**src/rtl/lcd_refresh_ctrl.sv**
```systemverilog
// lcd_refresh_ctrl: HD44780 init then endless 2x16 refresh from a text source.
// Define LCD_4BIT_EN for 4-bit bus mode (nibbles on lcd_data[7:4]).
module lcd_refresh_ctrl #(
  parameter int T_POWERUP = 2000000,
  parameter int T_SETUP   = 5,
  parameter int T_E_HIGH  = 25,
  parameter int T_CMD     = 5000,
  parameter int T_CLEAR   = 200000,
  parameter int T_SETTLE  = 2
) (
  input  logic       clk,
  input  logic       reset,
  output logic [4:0] addr,
  input  logic [7:0] ascii,
  output logic       lcd_rs,
  output logic       lcd_rw,
  output logic       lcd_e,
  output logic [7:0] lcd_data,
  output logic       frame_done
);
  localparam int MAXD = (T_POWERUP > T_CLEAR) ? T_POWERUP : T_CLEAR;
  localparam int CW = $clog2(MAXD + 1);
`ifdef LCD_4BIT_EN
  localparam bit FOUR  = 1'b1;
  localparam int NINIT = 8;
`else
  localparam bit FOUR  = 1'b0;
  localparam int NINIT = 4;
`endif

  typedef enum logic [2:0] {
    PWRUP, INIT, LINE, FETCH, SETUP, EHIGH, WAIT
  } state_t;

  state_t        r_state, w_state;
  logic [CW-1:0] r_cnt, w_cnt, w_last;
  logic [4:0]    r_addr, w_addr, r_pos, w_pos;
  logic [2:0]    r_idx, w_idx;
  logic          r_init, w_init;
  logic          r_rs, w_rs, r_e, w_e, r_fd, w_fd;
  logic [7:0]    r_data, w_data, r_byte, w_byte;
  logic          r_two, w_two, r_clr, w_clr;
  logic [8:0]    w_cmd;
  logic          w_end;

  // {full byte, value}; single nibbles sit in the low nibble
  function automatic logic [8:0] init_cmd(input logic [2:0] i);
`ifdef LCD_4BIT_EN
    unique case (i)
      3'd0, 3'd1, 3'd2: init_cmd = 9'h003;
      3'd3:             init_cmd = 9'h002;
      3'd4:             init_cmd = 9'h128;
      3'd5:             init_cmd = 9'h10C;
      3'd6:             init_cmd = 9'h106;
      default:          init_cmd = 9'h101;
    endcase
`else
    unique case (i)
      3'd0:    init_cmd = 9'h138;
      3'd1:    init_cmd = 9'h10C;
      3'd2:    init_cmd = 9'h106;
      default: init_cmd = 9'h101;
    endcase
`endif
  endfunction

  function automatic logic [7:0] pin(input logic [7:0] b,
                                     input logic hi);
    if (FOUR) pin = hi ? {b[7:4], 4'h0} : {b[3:0], 4'h0};
    else      pin = b;
  endfunction

  always_comb begin
    w_last = '0;
    unique case (r_state)
      PWRUP:   w_last = CW'(T_POWERUP - 1);
      FETCH:   w_last = CW'(T_SETTLE - 1);
      SETUP:   w_last = CW'(T_SETUP - 1);
      EHIGH:   w_last = CW'(T_E_HIGH - 1);
      WAIT:    w_last = (r_clr && !r_two) ? CW'(T_CLEAR - 1)
                                          : CW'(T_CMD - 1);
      default: w_last = '0;
    endcase
  end

  assign w_end = (r_cnt == w_last);

  always_comb begin
    w_state = r_state;
    w_cnt   = r_cnt + 1'b1;
    w_addr  = r_addr;
    w_pos   = r_pos;
    w_idx   = r_idx;
    w_init  = r_init;
    w_rs    = r_rs;
    w_e     = r_e;
    w_fd    = 1'b0;
    w_data  = r_data;
    w_byte  = r_byte;
    w_two   = r_two;
    w_clr   = r_clr;
    w_cmd   = init_cmd(r_idx);
    unique case (r_state)
      PWRUP: if (w_end) begin
        w_state = INIT;
        w_cnt   = '0;
        w_idx   = '0;
        w_init  = 1'b1;
        w_pos   = '0;
      end
      INIT: begin
        w_state = SETUP;
        w_cnt   = '0;
        w_rs    = 1'b0;
        w_byte  = w_cmd[7:0];
        w_two   = FOUR && w_cmd[8];
        w_clr   = (w_cmd[7:0] == 8'h01);
        w_data  = pin(w_cmd[7:0], FOUR && w_cmd[8]);
      end
      LINE: begin
        w_state = SETUP;
        w_cnt   = '0;
        w_rs    = 1'b0;
        w_byte  = r_pos[4] ? 8'hC0 : 8'h80;
        w_two   = FOUR;
        w_clr   = 1'b0;
        w_data  = pin(w_byte, FOUR);
      end
      FETCH: if (w_end) begin
        w_state = SETUP;
        w_cnt   = '0;
        w_rs    = 1'b1;
        w_byte  = ascii;
        w_two   = FOUR;
        w_clr   = 1'b0;
        w_data  = pin(ascii, FOUR);
      end
      SETUP: if (w_end) begin
        w_state = EHIGH;
        w_cnt   = '0;
        w_e     = 1'b1;
      end
      EHIGH: if (w_end) begin
        w_state = WAIT;
        w_cnt   = '0;
        w_e     = 1'b0;
      end
      WAIT: if (w_end) begin
        w_cnt = '0;
        if (r_two) begin
          w_state = SETUP;
          w_two   = 1'b0;
          w_data  = pin(r_byte, 1'b0);
        end else if (r_init) begin
          if (r_idx == 3'(NINIT - 1)) begin
            w_state = LINE;
            w_init  = 1'b0;
          end else begin
            w_state = INIT;
            w_idx   = r_idx + 1'b1;
          end
        end else if (r_rs) begin
          w_pos   = r_addr + 1'b1;
          w_fd    = (r_addr == 5'd31);
          w_state = (r_addr[3:0] == 4'hF) ? LINE : FETCH;
          if (r_addr[3:0] != 4'hF) w_addr = r_addr + 1'b1;
        end else begin
          w_state = FETCH;
          w_addr  = r_pos;
        end
      end
      default: w_state = PWRUP;
    endcase
  end

  always_ff @(posedge clk) begin
    if (reset) begin
      r_state <= PWRUP;
      r_cnt   <= '0;
      r_addr  <= '0;
      r_pos   <= '0;
      r_idx   <= '0;
      r_init  <= 1'b0;
      r_rs    <= 1'b0;
      r_e     <= 1'b0;
      r_fd    <= 1'b0;
      r_data  <= 8'h00;
      r_byte  <= 8'h00;
      r_two   <= 1'b0;
      r_clr   <= 1'b0;
    end else begin
      r_state <= w_state;
      r_cnt   <= w_cnt;
      r_addr  <= w_addr;
      r_pos   <= w_pos;
      r_idx   <= w_idx;
      r_init  <= w_init;
      r_rs    <= w_rs;
      r_e     <= w_e;
      r_fd    <= w_fd;
      r_data  <= w_data;
      r_byte  <= w_byte;
      r_two   <= w_two;
      r_clr   <= w_clr;
    end
  end

  assign addr       = r_addr;
  assign lcd_rs     = r_rs;
  assign lcd_rw     = 1'b0;
  assign lcd_e      = r_e;
  assign lcd_data   = r_data;
  assign frame_done = r_fd;
endmodule

```
**config.mk**
```make
export PLATFORM = sky130hd
export DESIGN_NAME = lcd_refresh_ctrl
export DESIGN_NICKNAME = d
export VERILOG_FILES = /design/src/rtl/lcd_refresh_ctrl.sv
export SDC_FILE = /design/constraint.sdc
export NUM_CORES = 1
export LEC_CHECK = 0
export BUFFER_PORTS_ARGS = -buffer_cell sky130_fd_sc_hd__buf_4
export CORE_ASPECT_RATIO = 1.4
export CORE_MARGIN = 1
export CORE_UTILIZATION = 59
export DETAILED_ROUTE_END_ITERATION = 8
export PLACE_DENSITY_LB_ADDON = 0.15
export SLEW_MARGIN = 20
export SYNTH_ARGS = -nofsm -noshare
export SYNTH_HDL_FRONTEND = slang
export SYNTH_SLANG_ARGS = --single-unit
```
**constraint.sdc**
```tcl
create_clock -name clk -period 2.6 [get_ports clk]
set_clock_uncertainty 0.15 [all_clocks]
set_input_delay 0.39 -clock clk [delete_from_list [all_inputs] [get_ports clk]]
set_output_delay 0.39 -clock clk [all_outputs]
set_load 0.05 [all_outputs]
```
=== Yosys cells after proc, flatten, opt, wreduce, memory -nomap -nowiden ===
Cells that the tools add are included.

* Flip-flop bits (word level): 59
* Bits in latches: 0
* RAM bits: 0
* Bits in read-only memories: 0
* Input bits: 10
* Output and inout bits: 17
* Word-level logic and storage cells: 119
* Memories kept: 0

* Add/subtract/negate cells: 3
* Multiply operators: 0
* Divide/modulo/power cells: 0
* Magnitude comparators: 0
* Equal/unequal tests: 27
* Shift operators: 0
* Mux-type cells: 47
* Bitwise logic cells: 5
* Reduce and logical (&&, ||, !) cells: 24

{| class="wikitable"
|+ Operators with widths
! operator !! number
|-
| $pmux 21 s5 || 1
|-
| $pmux 21 s2 || 1
|-
| $mux 3 || 12
|-
| $mux 5 || 7
|-
| $pmux 8 s4 || 1
|-
| $mux 8 || 3
|-
| $pmux 8 s3 || 1
|-
| $ne 2x2->1 const B || 11
|-
| $add 21x1->21 const B || 1
|-
| $eq 21x21->1 || 1
|-
| $mux 21 || 1
|-
| $mux 18 || 1
|-
| $pmux 3 s6 || 1
|-
| $pmux 6 s3 || 1
|-
| $eq 3x2->1 const B || 4
|-
| $reduce_and 6->1 || 2
|-
| $pmux 5 s2 || 1
|-
| $reduce_and 5->1 || 2
|-
| $eq 3x3->1 const B || 3
|-
| $eq 8x1->1 const B || 1
|-
| $mux 1 || 8
|-
| $pmux 1 s2 || 4
|-
| $reduce_and 4->1 || 2
|-
| $reduce_bool 2->1 || 4
|-
| other kinds (22) || 32
|}

=== Longest topological paths before layout ===
Gate-level depths: netlist of the first run.

* Word-level depth: 7
* Mapped depth: 10
* Mapped depth without buffers: 7

=== Worst setup path before layout of the first run ===
Ideal clock, no wire load.

* Kind: reg-to-reg
* From: register r_state[1]
* To: register r_cnt[16]
* Library setup time: 0.115 ns
* Arrival time: 2.147 ns
* Required time: 2.335 ns
* Setup slack: 0.189 ns
* Stages on the path, launching flop included: 11
* Buffers on the path: 3
* Clock period less this slack: 2.411 ns
* Path through: dfxtp_1 buf_6 and3b_1 buf_6 xnor2_2 nand4_2 or4_1 o31ai_1 a21o_1 buf_4 nor2_1

* Cells in the longest elaborated chain, start to end: 5
* Elaborated cells between the ends (all ways): 13
* Those cells by class: 7 x eq/ne; 3 x mux; 3 x reduce/logical

{| class="wikitable"
|+ Ends and longest elaborated chain
! item !! line !! text
|-
| start, declared || 35 || <nowiki>state_t r_state, w_state;</nowiki>
|-
| start signal, assigned || 192 || <nowiki>r_state <= w_state;</nowiki>
|-
| $eq 3x3->1 (tied with other cells) || 75, 103 ||
|-
| $pmux 21 s5 || 75 || <nowiki>unique case (r_state)</nowiki>
|-
| $eq 21x21->1 || 86 || <nowiki>assign w_end = (r_cnt == w_last);</nowiki>
|-
| $mux 21 || - ||
|-
| $pmux 21 s2 * || 103 || <nowiki>unique case (r_state)</nowiki>
|-
| end signal, assigned || 193 || <nowiki>r_cnt <= w_cnt;</nowiki>
|-
| end, declared || 36 || <nowiki>logic [CW-1:0] r_cnt, w_cnt, w_last;</nowiki>
|}

Every way passes the cells marked *; elsewhere a longest branch is shown, timed or not.
A chain may end at the register's enable or synchronous reset.

=== Worst setup path in the final report of the first run ===
* From: register r_state[2]
* To: register r_data[3], in the netlist lcd_data[3]

* Cells in the longest elaborated chain, start to end: 5
* Elaborated cells between the ends (all ways): 15
* Those cells by class: 10 x eq/ne; 2 x mux; 3 x reduce/logical

{| class="wikitable"
|+ Ends and longest elaborated chain
! item !! line !! text
|-
| $eq 3x3->1 (tied with other cells) || 75, 103 ||
|-
| $pmux 21 s5 || 75 ||
|-
| $eq 21x21->1 || 86 ||
|-
| $ne 2x2->1 (no source line) || - ||
|-
| $reduce_and 4->1 (no source line) || - ||
|-
| end signal, assigned || 201 || <nowiki>r_data <= w_data;</nowiki>
|-
| end, declared || 41 || <nowiki>logic [7:0] r_data, w_data, r_byte, w_byte;</nowiki>
|}

Parallel ways exist; a longest one is shown, timed or not.

==> results of run 1 <==
cell families after synthesis:
logic type,Yosys count
buffers and inverters,38
XOR/XNOR,26
other,1
multiplexers,15
adder cells (fa/ha/maj),8
AND/OR/NAND/NOR,157
AO/OA/AOI/OAI,74
flip-flops,55
stage by stage:
step                      hold WS [ns]  instance area, µm²  utilization  cells  worst slack [ns]
final                            0.305                3790        0.766    483           -0.0613
after global routing             0.324                3790        0.766    483            -0.203
after CTS                        0.298                3580        0.722    477          0.000925
after detailed placement         0.303                3460        0.698    469           -0.0342
after global placement           0.293                3460        0.698    469          -0.00771
after floorplan                  0.286                3090            -    374             0.189
state kept, by name (all words and copies together) (netlist names):
register / count
r_state: 3
addr: 5
lcd_rs: 1
frame_done: 1
lcd_e: 1
r_byte: 5
r_init: 1
r_idx: 3
lcd_data: 8
r_clr: 1
r_cnt: 21
r_pos: 5
what timing repair did:
item / in CTS / in global routing
gates cloned: 0 / 1
pin swaps: 0 / 18
resized for setup: 8 / 35
setup endpoints to repair: 43 / 54
endpoints found under the hold margin: 0 / 0
setup buffers: 0 / 5
worst max path at each step:
stage	startpoint	endpoint	slack [ns]	cells past startpoint
3_5_place_dp	r_state[1]	lcd_rs	-0.03	7
5_1_grt	r_state[2]	lcd_data[3]	-0.20	9
2_1_floorplan	r_state[1]	r_cnt[16]	0.19	10
3_3_place_gp	r_state[1]	addr[3]	-0.008	7
4_1_cts	r_state[2]	addr[4]	0.0009	8
6_report	r_state[2]	lcd_data[3]	-0.06	9
synth_stat cells (2+ instances only):
cell / instances / share of area
dfxtp_1: 55 / 0.36
o311ai_0: 3 / 0.0085
xor2_1: 17 / 0.048
mux2_2: 3 / 0.011
xnor2_1: 8 / 0.023
nor2_1: 42 / 0.051
a222oi_1: 3 / 0.0097
buf_6: 5 / 0.018
nor3_1: 15 / 0.024
buf_4: 3 / 0.0073
inv_1: 15 / 0.018
clkbuf_1: 9 / 0.011
ha_1: 8 / 0.032
a22oi_1: 2 / 0.0049
a211oi_1: 4 / 0.0097
nand2b_1: 3 / 0.0061
nand4_1: 11 / 0.022
buf_2: 4 / 0.0065
and4_1: 4 / 0.011
and3_1: 5 / 0.010
or4_1: 3 / 0.0073
nor4_1: 5 / 0.010
a21oi_1: 26 / 0.042
o21ai_0: 17 / 0.028
nor2b_1: 2 / 0.0040
or3_1: 7 / 0.014
o21ai_1: 2 / 0.0032
mux2i_1: 12 / 0.039
or2_2: 3 / 0.0061
o31ai_1: 4 / 0.0097
nand3_1: 13 / 0.021
nand2_1: 31 / 0.038
power by group:
group	switching [W]	total, W	leakage, nW	internal (W)
Sequential	0.00000580	0.000848	0.446	0.000843
Clock	0.000287	0.000506	0.0484	0.000219
Combinational	0.0000363	0.0000617	0.988	0.0000254
Total	0.000330	0.00142	1.48	0.00109
routing by layer:
metal / share of wire / vias up
met3: 0.047 / 20
met5: 0 / -
met1: 0.39 / 1454
li1: - / 1420
met4: 0.021 / 0
met2: 0.54 / 100
worst max-delay path, cell delays in order (launching register included):
cell	delay [ns]
dfxtp_4	0.39
buf_6	0.14
nand2b_4	0.09
a22oi_1	0.11
o311a_4	0.40
or4_4	0.59
o21ai_4	0.25
buf_12	0.17
a21oi_2	0.06
nor3_1	0.21
final cells by class:
type                            count  area, µm²
Fill cell                         372       1160
Multi-Input combinational cell    281       1950
Clock inverter                      1       8.76
Timing Repair Buffer               60        500
Sequential cell                    55       1110
Clock buffer                        7       86.3
Tap cell                           64       80.1
Inverter                           15       56.3
cell usage in the layout (no fill, tap or decap), types with 3 or more instances in the layout:
master	instances
nor3_1	13
buf_4	55
nand4_1	11
and4_1	4
clkbuf_8	6
mux2i_1	12
mux2_2	3
nand2_1	31
or2_2	3
and3_1	4
nor2_1	40
nor3_2	3
a211oi_1	3
dfxtp_1	51
o31ai_2	3
o21ai_0	14
ha_1	8
nor4_1	4
or3_1	6
nand3_1	12
a21oi_2	3
o21ai_1	5
xnor2_1	7
a222oi_1	3
xor2_1	16
dfxtp_4	3
inv_1	14
a21oi_1	23
==> flow_summary.toml, run 1 <==
[setup_path]
r2r-start = "r_state[2]"
reg2regPathDepth = 9
worstPathRequired_ns = 2.67
cp-end-kind = "flop"
r2r_end = "lcd_data[3]"
reg2reg_slack_ns = -0.06
critPathLaunchType = "flop"
worstPathArrival_ns = 2.74
cp_max_fo = 8
worstSetupPathType = "flop to flop"

[route]
wl_per_cell_um = 17.7
dr.first_iter.drc_count = 345
drt-vias-per-instance = 6.20
wl_mm = 8.55
drcViolationCount = 0
num_vias = 2994
drtPass1Iterations = 5
ant_nets = 0

[floorplanning]
start_util = 0.624
die_y_um = 87.7
core-area_um2 = 4950
die_area_um2 = 5540
die_w_um = 63.2
placementRows = 30
pin_count = 27

[yosys]
ys_ff_latch = 55
synthAdderAreaFrac = 0.0324
synth_top_family_by_area = "simple AND/OR/NAND/NOR gates"
muxShareOfSynthArea = 0.0498
synth-edff-count = 0
synth_nets = 392
synthCells = 374
synth-compound-area-share = 0.152
synthFlopType = "dfxtp_1"
yosysWarningCount = 0
ys_types = 62
syn-mean-instance-area_um2 = 8.27
synth_area_um2 = 3090
synth-simple-area-share = 0.269
synth-xor-area-share = 0.0761
async_flop_share = 0
synth-seq-area-share = 0.356

[power_and_ir_drop]
ir_drop_uv = 304
power.density_nw_per_um2 = 373
p_total_w = 0.00142
power.leakage_nw = 1.48

[grt]
antenna_found_initial = 0
grt_max_degree = 31
grt_pass1_vias = 2756
overflow = 0
grt_util_met1 = 0.323
grt_use_total = 0.295
grt.busiest_layer = "met2"
grt_pass1_wl_mm = 12.8
use_met3 = 0.0521
use_met2 = 0.540

[layout]
drive_gt1_frac = 0.270
area_growth_pct = 22.7
diodes = 0
layout.nets = 436

[clock_network]
cts_tree = "done"
numCtsBuffers = 5
ctsLongestPathBuffers = 2
clkTransAtPathRegs_ns = 0.10
cts.htree.levels = 2
hold_buffers = 0
clock_sinks = 55
clkLatencyLatePin_ns = 0.33
clock-root-buffer = "clkbuf_8"

[outcome]
violations = "negative setup slack"
status = "finished, violations left"

[sta]
timing.setup.tns_ns = -0.232
max_slew_margin = 0.527
finalSetupViolCount = 18
setup_slack_ns = -0.0613
grt_setup_unrepaired = "yes"
hold_viol = 0
period_needed_ns = 2.66
report.final.slew_viol_count = 0
tightest_slew_ns = 0.709
max_freq_mhz = 376
post-route-period-util = 1.02

[placed_design]
gpl.final_weighted_congestion = 0.896
portBuffers = 25
dp_hpwl_mm = 5.63

[min_path]
hold_depth = 2
hold_class = "input pin to flop"
hold_end = "addr[1]"
holdCritStartpoint = "reset"

[flow_run]
maxCapViolCount = 0
Power figures use the tool's default switching activity.
==> run 2: changes to the inputs <==
--- a/config.mk
+++ b/config.mk
@@ -6,7 +6,7 @@
 export NUM_CORES = 1
 export LEC_CHECK = 0
 export BUFFER_PORTS_ARGS = -buffer_cell sky130_fd_sc_hd__buf_4
-export CORE_ASPECT_RATIO = 1.4
+export CORE_ASPECT_RATIO = 0.5
 export CORE_MARGIN = 1
 export CORE_UTILIZATION = 59
 export DETAILED_ROUTE_END_ITERATION = 8
==> run 2 against run 1 <==
  * The flow still finishes with violations (negative setup slack)
  * Wire length fell by 8.0%
  * Non-clock buffer count down 5
  * Global-route usage shrank 2.6 points
  * Final area is 0.26% higher
  * Worst setup slack better by 0.048 ns
  * Critical path depth unchanged
  * Clock power rose by 1%
  * Utilization fell by 0.15 points
  * Via count down 1.7%
  * Worst hold slack got worse by 0.017 ns
  * Sequential share of layout area is essentially flat
  * Critical endpoint is now r_cnt[0]
==> flow_summary.toml, run 2 (same netlist as run 1, synthesis figures left out) <==
[grt]
grt_max_degree = 31
grt.busiest_layer = "met2"
grt_use_total = 0.269
grt_pass1_wl_mm = 11.6
grt_pass1_vias = 2417
use_met3 = 0.0493
overflow = 0
grt_util_met1 = 0.362
use_met2 = 0.453
antenna_found_initial = 0

[route]
drtPass1Iterations = 6
dr.first_iter.drc_count = 170
drcViolationCount = 0
wl_per_cell_um = 16.2
num_vias = 2942
wl_mm = 7.86
ant_nets = 0
drt-vias-per-instance = 6.08

[floorplanning]
start_util = 0.621
die_y_um = 53.2
pin_count = 27
core-area_um2 = 4980
placementRows = 18
die_area_um2 = 5550
die_w_um = 104

[clock_network]
clkLatencyLatePin_ns = 0.32
clock_sinks = 55
ctsLongestPathBuffers = 2
clkTransAtPathRegs_ns = 0.11
clock-root-buffer = "clkbuf_8"
cts.htree.levels = 2
cts_tree = "done"
numCtsBuffers = 5

[min_path]
hold_depth = 2
hold_class = "input pin to flop"
holdCritStartpoint = "reset"

[power_and_ir_drop]
power_switching_w = 0.000337
internal_power_w = 0.00109
power.density_nw_per_um2 = 375
seq_power_share = 0.595
clock_power_share = 0.359
pwr-share-comb = 0.046
power.leakage_nw = 1.46
netSwitchingFraction = 0.236
ir_drop_uv = 270

[setup_path]
worstPathRequired_ns = 2.66
cp-end-kind = "flop"
crit_start = "r_state[2]"
cp_max_fo = 7
worstSetupPathType = "flop to flop"
worstPathArrival_ns = 2.67
critPathLaunchType = "flop"
reg2regPathDepth = 9
r2r-start = "r_state[2]"

[placed_design]
placed_area_um2 = 3420
dp_hpwl_mm = 5.47
portBuffers = 25
dp_cells = 468
gpl.final_weighted_congestion = 0.879

[flow_run]
maxCapViolCount = 0

[layout]
top_register = "r_cnt"
diodes = 0
stdcell_count = 484
fin_util = 0.764
layout_common_cells = "50 x dfxtp_1, 45 x buf_4, 38 x nor2_1, 31 x nand2_1, 25 x a21oi_1"
layout_commonest_cell = "dfxtp_1"
area_growth_pct = 23.1
layout.nets = 431
largest_reg_flops = 21
drive_gt1_frac = 0.266
final_area_um2 = 3800

[sta]
period_needed_ns = 2.61
setup_slack_ns = -0.0129
report.final.slew_viol_count = 0
max_slew_margin = 0.617
grt_setup_unrepaired = "yes"
hold_viol = 0
max_freq_mhz = 383
tightest_slew_ns = 0.574
finalSetupViolCount = 10
post-route-period-util = 1.00
timing.setup.tns_ns = -0.0762

[outcome]
status = "finished, violations left"
violations = "negative setup slack"
run 2: critical path, stage by stage, from the launching register on:
cell and delay, ns:
dfxtp_4 0.39, buf_6 0.14, nand2_1 0.10, a22oi_2 0.07, o311a_4 0.41, or4_4 0.59
o31ai_4 0.25, a21o_4 0.21, clkbuf_16 0.16, nor2_1 0.03
run 2: cell type report:
| type | count | area (µm²) |
|---|---|---|
| Clock buffer | 6 | 82.6 |
| Sequential cell | 55 | 1110 |
| Fill cell | 353 | 1170 |
| Tap cell | 70 | 87.6 |
| Timing Repair Buffer | 55 | 504 |
| Inverter | 15 | 56.3 |
| Clock inverter | 2 | 16.3 |
| Multi-Input combinational cell | 281 | 1940 |
run 2: routing by layer:
metal	part of all wire	wire (µm)	vias up
met5	0	0	-
met4	0.021	164	0
met3	0.064	504	19
met2	0.45	3520	110
met1	0.47	3670	1395
li1	-	-	1418
run 2: what timing repair did:
action / in CTS / in global routing
gates cloned: 0 / 3
endpoints found under the setup margin: 43 / 52
setup buffers: 0 / 5
pin swaps: 0 / 5
gates resized for setup: 4 / 40
hold buffers: 0 / 0
run 2: final timing paths:
path         slack [ns]  endpoint
max               -0.01  r_cnt[0]
min                0.29   addr[4]
max reg2reg       -0.01  r_cnt[0]
min reg2reg        0.32  r_pos[3]
run 2: power by group through the flow:
| stage | logic [W] | clock network, W | registers (W) |
|---|---|---|---|
| floorplan | 0.0000360 | 0 | 0.000869 |
| global placement | 0.0000496 | 0 | 0.000873 |
| detailed placement | 0.0000505 | 0 | 0.000873 |
| CTS | 0.0000505 | 0.000515 | 0.000853 |
| global route | 0.0000697 | 0.000537 | 0.000851 |
| finish | 0.0000651 | 0.000513 | 0.000850 |
run 2: through the flow:
stage | hold slack (ns) | total power, W | setup slack, ns
finish | 0.288 | 0.00143 | -0.0129
global route | 0.305 | 0.00146 | -0.0709
CTS | 0.284 | 0.00142 | 0.000810
detailed placement | 0.306 | 0.000923 | -0.0910
global placement | 0.296 | 0.000922 | -0.0108
floorplan | 0.286 | 0.000905 | 0.189
